## src/rtl/pcie_rx_pkg.sv

```systemverilog
`default_nettype none
// +------------------------------------------------------------------+
// | pcie_rx_pkg : shared PIPE RX framing constants and state types   |
// | Rev 1.0                                                          |
// +------------------------------------------------------------------+
package pcie_rx_pkg;

  localparam logic [1:0] SH_OS   = 2'b01;
  localparam logic [1:0] SH_DATA = 2'b10;

  localparam logic [7:0] COM        = 8'hBC;
  localparam logic [7:0] EIEOS_EVEN = 8'h00;
  localparam logic [7:0] EIEOS_ODD  = 8'hFF;

  typedef enum logic [0:0] {
    WAIT_START = 1'b0,
    IN_BLOCK   = 1'b1
  } blk_state_t;

endpackage
`default_nettype wire

```

## src/rtl/rx_block_tracker_if.sv

```systemverilog
`default_nettype none
// +------------------------------------------------------------------+
// | rx_block_tracker_if : PIPE RX input and aligned output bundle    |
// | Rev 1.0                                                          |
// +------------------------------------------------------------------+
interface rx_block_tracker_if #(
  parameter int data_width         = 8,
  parameter int symbol_count_width = 4
);

  logic                          GEN;
  logic                          RxValid;
  logic                          RxStartBlock;
  logic [1:0]                    RxSyncHeader;
  logic                          RxDataK;
  logic [data_width-1:0]         PIPE_Data_In;

  logic [data_width-1:0]         PIPE_Data;
  logic                          RX_Data_Valid;
  logic [symbol_count_width-1:0] count;
  logic                          SyncHeader;
  logic                          GEN_Out;
  logic                          block_err;
  logic                          eieos_det;

  modport master (
    output GEN, RxValid, RxStartBlock, RxSyncHeader, RxDataK, PIPE_Data_In,
    input  PIPE_Data, RX_Data_Valid, count, SyncHeader, GEN_Out, block_err, eieos_det
  );

  modport slave (
    input  GEN, RxValid, RxStartBlock, RxSyncHeader, RxDataK, PIPE_Data_In,
    output PIPE_Data, RX_Data_Valid, count, SyncHeader, GEN_Out, block_err, eieos_det
  );

endinterface
`default_nettype wire

```

## src/rtl/eieos_matcher.sv

```systemverilog
`default_nettype none
// +------------------------------------------------------------------+
// | eieos_matcher : running 00h/FFh match over an emitted OS block   |
// | Rev 1.0                                                          |
// +------------------------------------------------------------------+
module eieos_matcher
  import pcie_rx_pkg::*;
#(
  parameter int data_width         = 8,
  parameter int symbol_count_width = 4
) (
  input  wire logic                          CLK,
  input  wire logic                          RST_L,
  input  wire logic                          clr,
  input  wire logic                          emit,
  input  wire logic                          is_os,
  input  wire logic [symbol_count_width-1:0] sym_count,
  input  wire logic [data_width-1:0]         sym_data,
  output logic                               eieos_det
);

  localparam logic [symbol_count_width-1:0] C_LAST = '1;

  logic match_q, match_d;
  logic det_q, det_d;
  logic sym_ok;

  always_comb begin
    sym_ok  = sym_count[0] ? (sym_data == data_width'(EIEOS_ODD))
                           : (sym_data == data_width'(EIEOS_EVEN));
    match_d = match_q;
    det_d   = 1'b0;
    if (clr) begin
      match_d = 1'b0;
    end else if (emit) begin
      // symbol 0 restarts the flag; later symbols can only clear it
      if (sym_count == '0) match_d = is_os && sym_ok;
      else                 match_d = match_q && sym_ok;
      det_d = is_os && (sym_count == C_LAST) && match_d;
    end
  end

  always_ff @(posedge CLK or negedge RST_L) begin
    if (!RST_L) begin
      match_q <= 1'b0;
      det_q   <= 1'b0;
    end else begin
      match_q <= match_d;
      det_q   <= det_d;
    end
  end

  assign eieos_det = det_q;

endmodule
`default_nettype wire

```

## src/rtl/rx_block_tracker.sv

```systemverilog
`default_nettype none
// +------------------------------------------------------------------+
// | rx_block_tracker : PIPE RX block framing ahead of descrambler    |
// | Rev 1.0                                                          |
// +------------------------------------------------------------------+
module rx_block_tracker
  import pcie_rx_pkg::*;
#(
  parameter int data_width         = 8,
  parameter int symbol_count_width = 4
) (
  input  wire logic          CLK,
  input  wire logic          RST_L,
  rx_block_tracker_if.slave  rx_if
);

  localparam logic [symbol_count_width-1:0] C_LAST = '1;
  localparam logic [symbol_count_width-1:0] C_ONE  = symbol_count_width'(1);

  blk_state_t                    state_q, state_d;
  logic [symbol_count_width-1:0] count_q, count_d;
  logic [data_width-1:0]         pipe_data_q, pipe_data_d;
  logic                          rx_valid_q, rx_valid_d;
  logic                          sync_hdr_q, sync_hdr_d;
  logic                          gen_q, gen_d;
  logic                          block_err_q, block_err_d;

  logic gen_change;
  logic hdr_ok;
  logic emit_g3;

  always_comb begin
    state_d     = state_q;
    count_d     = count_q;
    pipe_data_d = pipe_data_q;
    rx_valid_d  = 1'b0;
    sync_hdr_d  = sync_hdr_q;
    gen_d       = rx_if.GEN;
    block_err_d = 1'b0;
    emit_g3     = 1'b0;
    gen_change  = (rx_if.GEN != gen_q);
    hdr_ok      = (rx_if.RxSyncHeader == SH_OS) || (rx_if.RxSyncHeader == SH_DATA);

    if (gen_change) begin
      state_d    = WAIT_START;
      count_d    = '0;
      sync_hdr_d = 1'b0;
    end else if (rx_if.RxValid) begin
      if (!rx_if.GEN) begin
        state_d     = WAIT_START;
        sync_hdr_d  = 1'b0;
        rx_valid_d  = 1'b1;
        pipe_data_d = rx_if.PIPE_Data_In;
        if (rx_if.RxDataK && (rx_if.PIPE_Data_In == data_width'(COM)))
          count_d = '0;
        else if (count_q != C_LAST)
          count_d = count_q + C_ONE;
      end else if (rx_if.RxStartBlock) begin
        // a start inside a block is an error even when the new header is good
        block_err_d = (state_q == IN_BLOCK) || !hdr_ok;
        if (hdr_ok) begin
          state_d     = IN_BLOCK;
          count_d     = '0;
          sync_hdr_d  = (rx_if.RxSyncHeader == SH_OS);
          rx_valid_d  = 1'b1;
          pipe_data_d = rx_if.PIPE_Data_In;
          emit_g3     = 1'b1;
        end else begin
          state_d = WAIT_START;
        end
      end else if (state_q == IN_BLOCK) begin
        count_d     = count_q + C_ONE;
        rx_valid_d  = 1'b1;
        pipe_data_d = rx_if.PIPE_Data_In;
        emit_g3     = 1'b1;
        if (count_d == C_LAST) state_d = WAIT_START;
      end else begin
        block_err_d = 1'b1;
      end
    end
  end

  always_ff @(posedge CLK or negedge RST_L) begin
    if (!RST_L) begin
      state_q     <= WAIT_START;
      count_q     <= '0;
      pipe_data_q <= '0;
      rx_valid_q  <= 1'b0;
      sync_hdr_q  <= 1'b0;
      gen_q       <= 1'b0;
      block_err_q <= 1'b0;
    end else begin
      state_q     <= state_d;
      count_q     <= count_d;
      pipe_data_q <= pipe_data_d;
      rx_valid_q  <= rx_valid_d;
      sync_hdr_q  <= sync_hdr_d;
      gen_q       <= gen_d;
      block_err_q <= block_err_d;
    end
  end

  eieos_matcher #(
    .data_width         (data_width),
    .symbol_count_width (symbol_count_width)
  ) u_eieos_matcher (
    .CLK       (CLK),
    .RST_L     (RST_L),
    .clr       (gen_change),
    .emit      (emit_g3),
    .is_os     (sync_hdr_d),
    .sym_count (count_d),
    .sym_data  (rx_if.PIPE_Data_In),
    .eieos_det (rx_if.eieos_det)
  );

  assign rx_if.PIPE_Data     = pipe_data_q;
  assign rx_if.RX_Data_Valid = rx_valid_q;
  assign rx_if.count         = count_q;
  assign rx_if.SyncHeader    = sync_hdr_q;
  assign rx_if.GEN_Out       = gen_q;
  assign rx_if.block_err     = block_err_q;

endmodule
`default_nettype wire

```

## src/flat_wrapper.sv

```systemverilog
// flat-port wrapper written by rule: the top's interface ports become plain ports
module rx_block_tracker_flat import pcie_rx_pkg::*;
#(
  parameter int data_width         = 8,
  parameter int symbol_count_width = 4
)
  (CLK, RST_L, rx_if_GEN, rx_if_RxValid, rx_if_RxStartBlock, rx_if_RxSyncHeader, rx_if_RxDataK, rx_if_PIPE_Data_In, rx_if_PIPE_Data, rx_if_RX_Data_Valid, rx_if_count, rx_if_SyncHeader, rx_if_GEN_Out, rx_if_block_err, rx_if_eieos_det);
  rx_block_tracker_if #(.data_width(data_width), .symbol_count_width(symbol_count_width)) rx_if_i ();
  input  wire logic CLK;
  input  wire logic RST_L;
  input wire logic [$bits(rx_if_i.GEN)-1:0] rx_if_GEN;
  input wire logic [$bits(rx_if_i.RxValid)-1:0] rx_if_RxValid;
  input wire logic [$bits(rx_if_i.RxStartBlock)-1:0] rx_if_RxStartBlock;
  input wire logic [$bits(rx_if_i.RxSyncHeader)-1:0] rx_if_RxSyncHeader;
  input wire logic [$bits(rx_if_i.RxDataK)-1:0] rx_if_RxDataK;
  input wire logic [$bits(rx_if_i.PIPE_Data_In)-1:0] rx_if_PIPE_Data_In;
  output wire logic [$bits(rx_if_i.PIPE_Data)-1:0] rx_if_PIPE_Data;
  output wire logic [$bits(rx_if_i.RX_Data_Valid)-1:0] rx_if_RX_Data_Valid;
  output wire logic [$bits(rx_if_i.count)-1:0] rx_if_count;
  output wire logic [$bits(rx_if_i.SyncHeader)-1:0] rx_if_SyncHeader;
  output wire logic [$bits(rx_if_i.GEN_Out)-1:0] rx_if_GEN_Out;
  output wire logic [$bits(rx_if_i.block_err)-1:0] rx_if_block_err;
  output wire logic [$bits(rx_if_i.eieos_det)-1:0] rx_if_eieos_det;
  assign rx_if_i.GEN = rx_if_GEN;
  assign rx_if_i.RxValid = rx_if_RxValid;
  assign rx_if_i.RxStartBlock = rx_if_RxStartBlock;
  assign rx_if_i.RxSyncHeader = rx_if_RxSyncHeader;
  assign rx_if_i.RxDataK = rx_if_RxDataK;
  assign rx_if_i.PIPE_Data_In = rx_if_PIPE_Data_In;
  assign rx_if_PIPE_Data = rx_if_i.PIPE_Data;
  assign rx_if_RX_Data_Valid = rx_if_i.RX_Data_Valid;
  assign rx_if_count = rx_if_i.count;
  assign rx_if_SyncHeader = rx_if_i.SyncHeader;
  assign rx_if_GEN_Out = rx_if_i.GEN_Out;
  assign rx_if_block_err = rx_if_i.block_err;
  assign rx_if_eieos_det = rx_if_i.eieos_det;
  rx_block_tracker #(.data_width(data_width), .symbol_count_width(symbol_count_width)) u_core (.CLK(CLK), .RST_L(RST_L), .rx_if(rx_if_i));
endmodule
```

## config.mk

```make
export PLATFORM = sky130hd
export DESIGN_NAME = rx_block_tracker_flat
export DESIGN_NICKNAME = d
export VERILOG_FILES = /design/src/rtl/pcie_rx_pkg.sv /design/src/rtl/rx_block_tracker_if.sv /design/src/rtl/eieos_matcher.sv /design/src/rtl/rx_block_tracker.sv /design/src/flat_wrapper.sv
export SDC_FILE = /design/constraint.sdc
export NUM_CORES = 1
export LEC_CHECK = 0
export CAP_MARGIN = 20
export CORE_MARGIN = 5
export CORE_UTILIZATION = 45
export DETAILED_ROUTE_END_ITERATION = 7
export DONT_BUFFER_PORTS = 1
export SLEW_MARGIN = 25
export SYNTH_ARGS = -nofsm -noshare
export SYNTH_HDL_FRONTEND = slang
export SYNTH_SLANG_ARGS = --single-unit
export TNS_END_PERCENT = 100
```

## constraint.sdc

```tcl
create_clock -name CLK -period 4.5 [get_ports CLK]
set_input_delay 0.9 -clock CLK [delete_from_list [all_inputs] [get_ports CLK]]
set_output_delay 0.9 -clock CLK [all_outputs]
set_load 0.01 [all_outputs]
```

==> impl_summary.md <==
Final layout
After the last flow step, the layout net total stands at 135. The most common library cell in the layout ignoring fill and taps is sky130_fd_sc_hd__dfrtp_1. The library cells used most frequently in the layout, excluding fill and tap cells, are 19 x sky130_fd_sc_hd__dfrtp_1, 9 x sky130_fd_sc_hd__mux2_2, 6 x sky130_fd_sc_hd__nor2_1, 6 x sky130_fd_sc_hd__inv_1. The number of antenna repair diodes is 0. The register with the most flip-flops in the layout has 8 of them. The fraction of final layout cells with drive strength greater than 1 is 23.5%. From synthesis to final layout, the design area changed by 3.43%.

Global routing
The overall track demand over capacity in global routing is 15.7%. The number of antenna violations at the first check in global routing is 0. The via count of the first global-routing pass was 937. The wire length of the first global-routing pass is 4370 um. Summed over all layers, the global routing overflow is 0. Entering global routing, the biggest net connects 20 pins.

Floorplanning
The die span in x is 61.7 um. The area of the die is 3810 sq um. The core region area is 2520 sq um. The number of placement rows is 18. Once the floorplan was initialized, standard cells occupied 47.7% of the core. During I/O placement, the number of pins put on the boundary was 33. The die is 61.7 um tall.

Status
The run finished with clean final reports.

Worst setup path
Data on the critical path arrives at its endpoint at 2510 ps. In this run the critical register-to-register path is launched from u_core.rx_if.count[0]. The highest fanout seen on the critical path is 7. STA classifies the critical path endpoint as a flip-flop. The worst setup path is launched from a flip-flop. The category of the critical setup timing path is reg2reg. The most critical setup path has its startpoint at u_core.rx_if.count[0]. The number of cells on the worst reg-to-reg path is 7. Data on the critical path is required at its endpoint by 4690 ps.

Clocking
Buffers inserted during clock tree synthesis total 3. The hold buffer count at CTS is 0. No sink is reached through more buffers than the 2 on the longest clock path. The setup fix buffers added after clock tree synthesis is 0. The total clock sinks is 19.

The tree is rooted in a sky130_fd_sc_hd__clkbuf_4. After clock tree synthesis, the clock-pin slew on the worst setup and hold paths is 110 ps. The H-tree depth reported by CTS is 1.

TritonCTS built the clock tree. The later pin in the worst-skew pair is clocked with a latency of 290 ps. In this run, post-CTS repair resized a total of 0 instances.

Logic synthesis
In the post-synthesis netlist, the biggest area contributors are sky130_fd_sc_hd__dfrtp_1 40%, sky130_fd_sc_hd__mux2_2 8.4%, sky130_fd_sc_hd__ha_1 3.1%. The distinct cell type count of the synthesized netlist is 46. The cell count after synthesis came out at 114. The cell taking the most area after synthesis is sky130_fd_sc_hd__dfrtp_1. The synthesized area divided by synthesized cell count is 10.6 sq um. The synthesized cell area is 1200 sq um.

Counting every net in the synthesized netlist gives 133. The sequential area share after synthesis is 39.5%. In this run the biggest area consumer among cell types represents 39.5% of the synthesized area.

The synthesized design contains 19 register bits. For this run, the number of Yosys warnings is 0.

STA
Across the routed clock network, the largest skew measured is 3.91 ps. The least setup slack across all paths after layout is 2180 ps. The maximum frequency from static timing analysis is 0.432 GHz. The transition at the pin with the smallest max-transition slack is 452 ps.

Setup total negative slack on the finished layout was measured at 0 ps. The final period demand of the worst path is 2320 ps. The headroom to the max-slew limit is 69.9%. The share of the clock period used by the worst path is 51.5%.

The worst hold margin is 286 ps. The final-report hold violation count is 0. Setup repair after global routing left no endpoint under its margin.

The final setup violation count is 0. The max-slew violation count is 0.

Detailed routing
The number of optimization iterations in the first detailed-route pass is 4. The detailed router's first-iteration violation count is 14. In this run the remaining antenna-violating nets after routing total 0. The routed layout has 887 vias. Using the TritonRoute via totals, the vias-per-cell ratio works out to 6.12. After detailed routing, the average wire length per cell comes to 17.5 um. The routed wire length is 2540 um. The DRC violation count after routing is 0.

Place
Port buffering added 0 buffers. Detailed placement ended at an HPWL of 1930 um. Routability-driven placement finished with a final weighted congestion of 0.777. The setup slack at placement is 2030 ps.

Pwr
IR analysis of the VDD net gives a maximum drop of 213 uV. For this design the ratio of total power to cell area is 297 nW/um^2. The analysis attributes to cell leakage a power of 0.492 nW.

Worst hold path
The tightest min-delay check is of the in2async type.

Job
Max-cap violations in this run came to 0.
cell type report:
class	count	area, sq um
fill	247	1280
tap	30	37.5
clock inverter	1	5.00
sequential	19	475
multi-input combinational	86	682
clock buffer	3	22.5
inverter	6	22.5
worst max-delay path, cell delays in order (launching register included):
cell and delay (ps):
sky130_fd_sc_hd__dfrtp_1 580, sky130_fd_sc_hd__ha_1 320, sky130_fd_sc_hd__nand3_1 150, sky130_fd_sc_hd__xnor2_1 260
sky130_fd_sc_hd__a21oi_2 110, sky130_fd_sc_hd__nor2_2 180, sky130_fd_sc_hd__mux2_4 330, sky130_fd_sc_hd__nor4_2 280
synthesized netlist by cell type, drive strengths merged:
master and count:
nand3b 4, o21a 1, o31ai 3, a21oi 3
a21boi 2, and4 2, dfrtp 19, o211ai 4
nor3 5, o21ai 7, buf 2, nand4 3
clkbuf 1, o22ai 2, nand2 4, mux2 10
nor2b 1, o221ai 1, nand2b 4, and2 1
nand3 4, inv 6, mux2i 1, o41a 1
nor2 7, xor2 1, a31oi 3, ha 3
xnor2 4, a41oi 1, o2111ai 1, nor4 1
and3 2
power by group:
group          switching (mW)  internal [mW]  leakage (nW)
combinational          0.0313         0.0335         0.233
clock                  0.0507         0.0330        0.0177
sequential             0.0305          0.191         0.242
total                   0.112          0.257         0.492
final timing paths:
kind,endpoint,slack [ps]
min in group CLK,u_core.u_eieos_matcher.eieos_det,570
worst min-delay path,u_core.rx_if.PIPE_Data[0],290
worst min register to register,u_core.u_eieos_matcher.eieos_det,570
worst max-delay path,u_core.u_eieos_matcher.eieos_det,2180
worst max register to register,u_core.u_eieos_matcher.eieos_det,2180
max in group asynchronous,u_core.rx_if.block_err,4140
stage by stage:
| stage | area, sq um | power, mW | util (%) | std cells |
|---|---|---|---|---|
| global placement | 1220 | 0.289 | 48.3 | 141 |
| detailed placement | 1220 | 0.290 | 48.3 | 141 |
| global route | 1240 | 0.393 | 49.4 | 145 |
| CTS | 1240 | 0.374 | 49.4 | 145 |
| floorplan | 1200 | 0.278 | - | 114 |
| finish | 1240 | 0.370 | 49.4 | 145 |
per-layer routing:
metal | routed length, um | share of wire, % | track usage [%]
met5 | 0 | 0 | 0
met4 | 33 | 1.3 | 3.94
met3 | 208 | 8.2 | 6.61
met2 | 1160 | 46 | 26.0
met1 | 1140 | 45 | 18.8
logic make-up (layout without fill, tap and decap cells):
kind of cell	Yosys count	after routing	synth area share, %
simple gates	38	38	19.1
flops	19	19	39.5
compound gates	29	29	19.6
buf+inv	9	10	3.85
mux	11	11	10.5
fa+ha+maj	3	3	3.12
xor+xnor	5	5	4.26
Note: power is estimated with default switching activity, not from simulation.
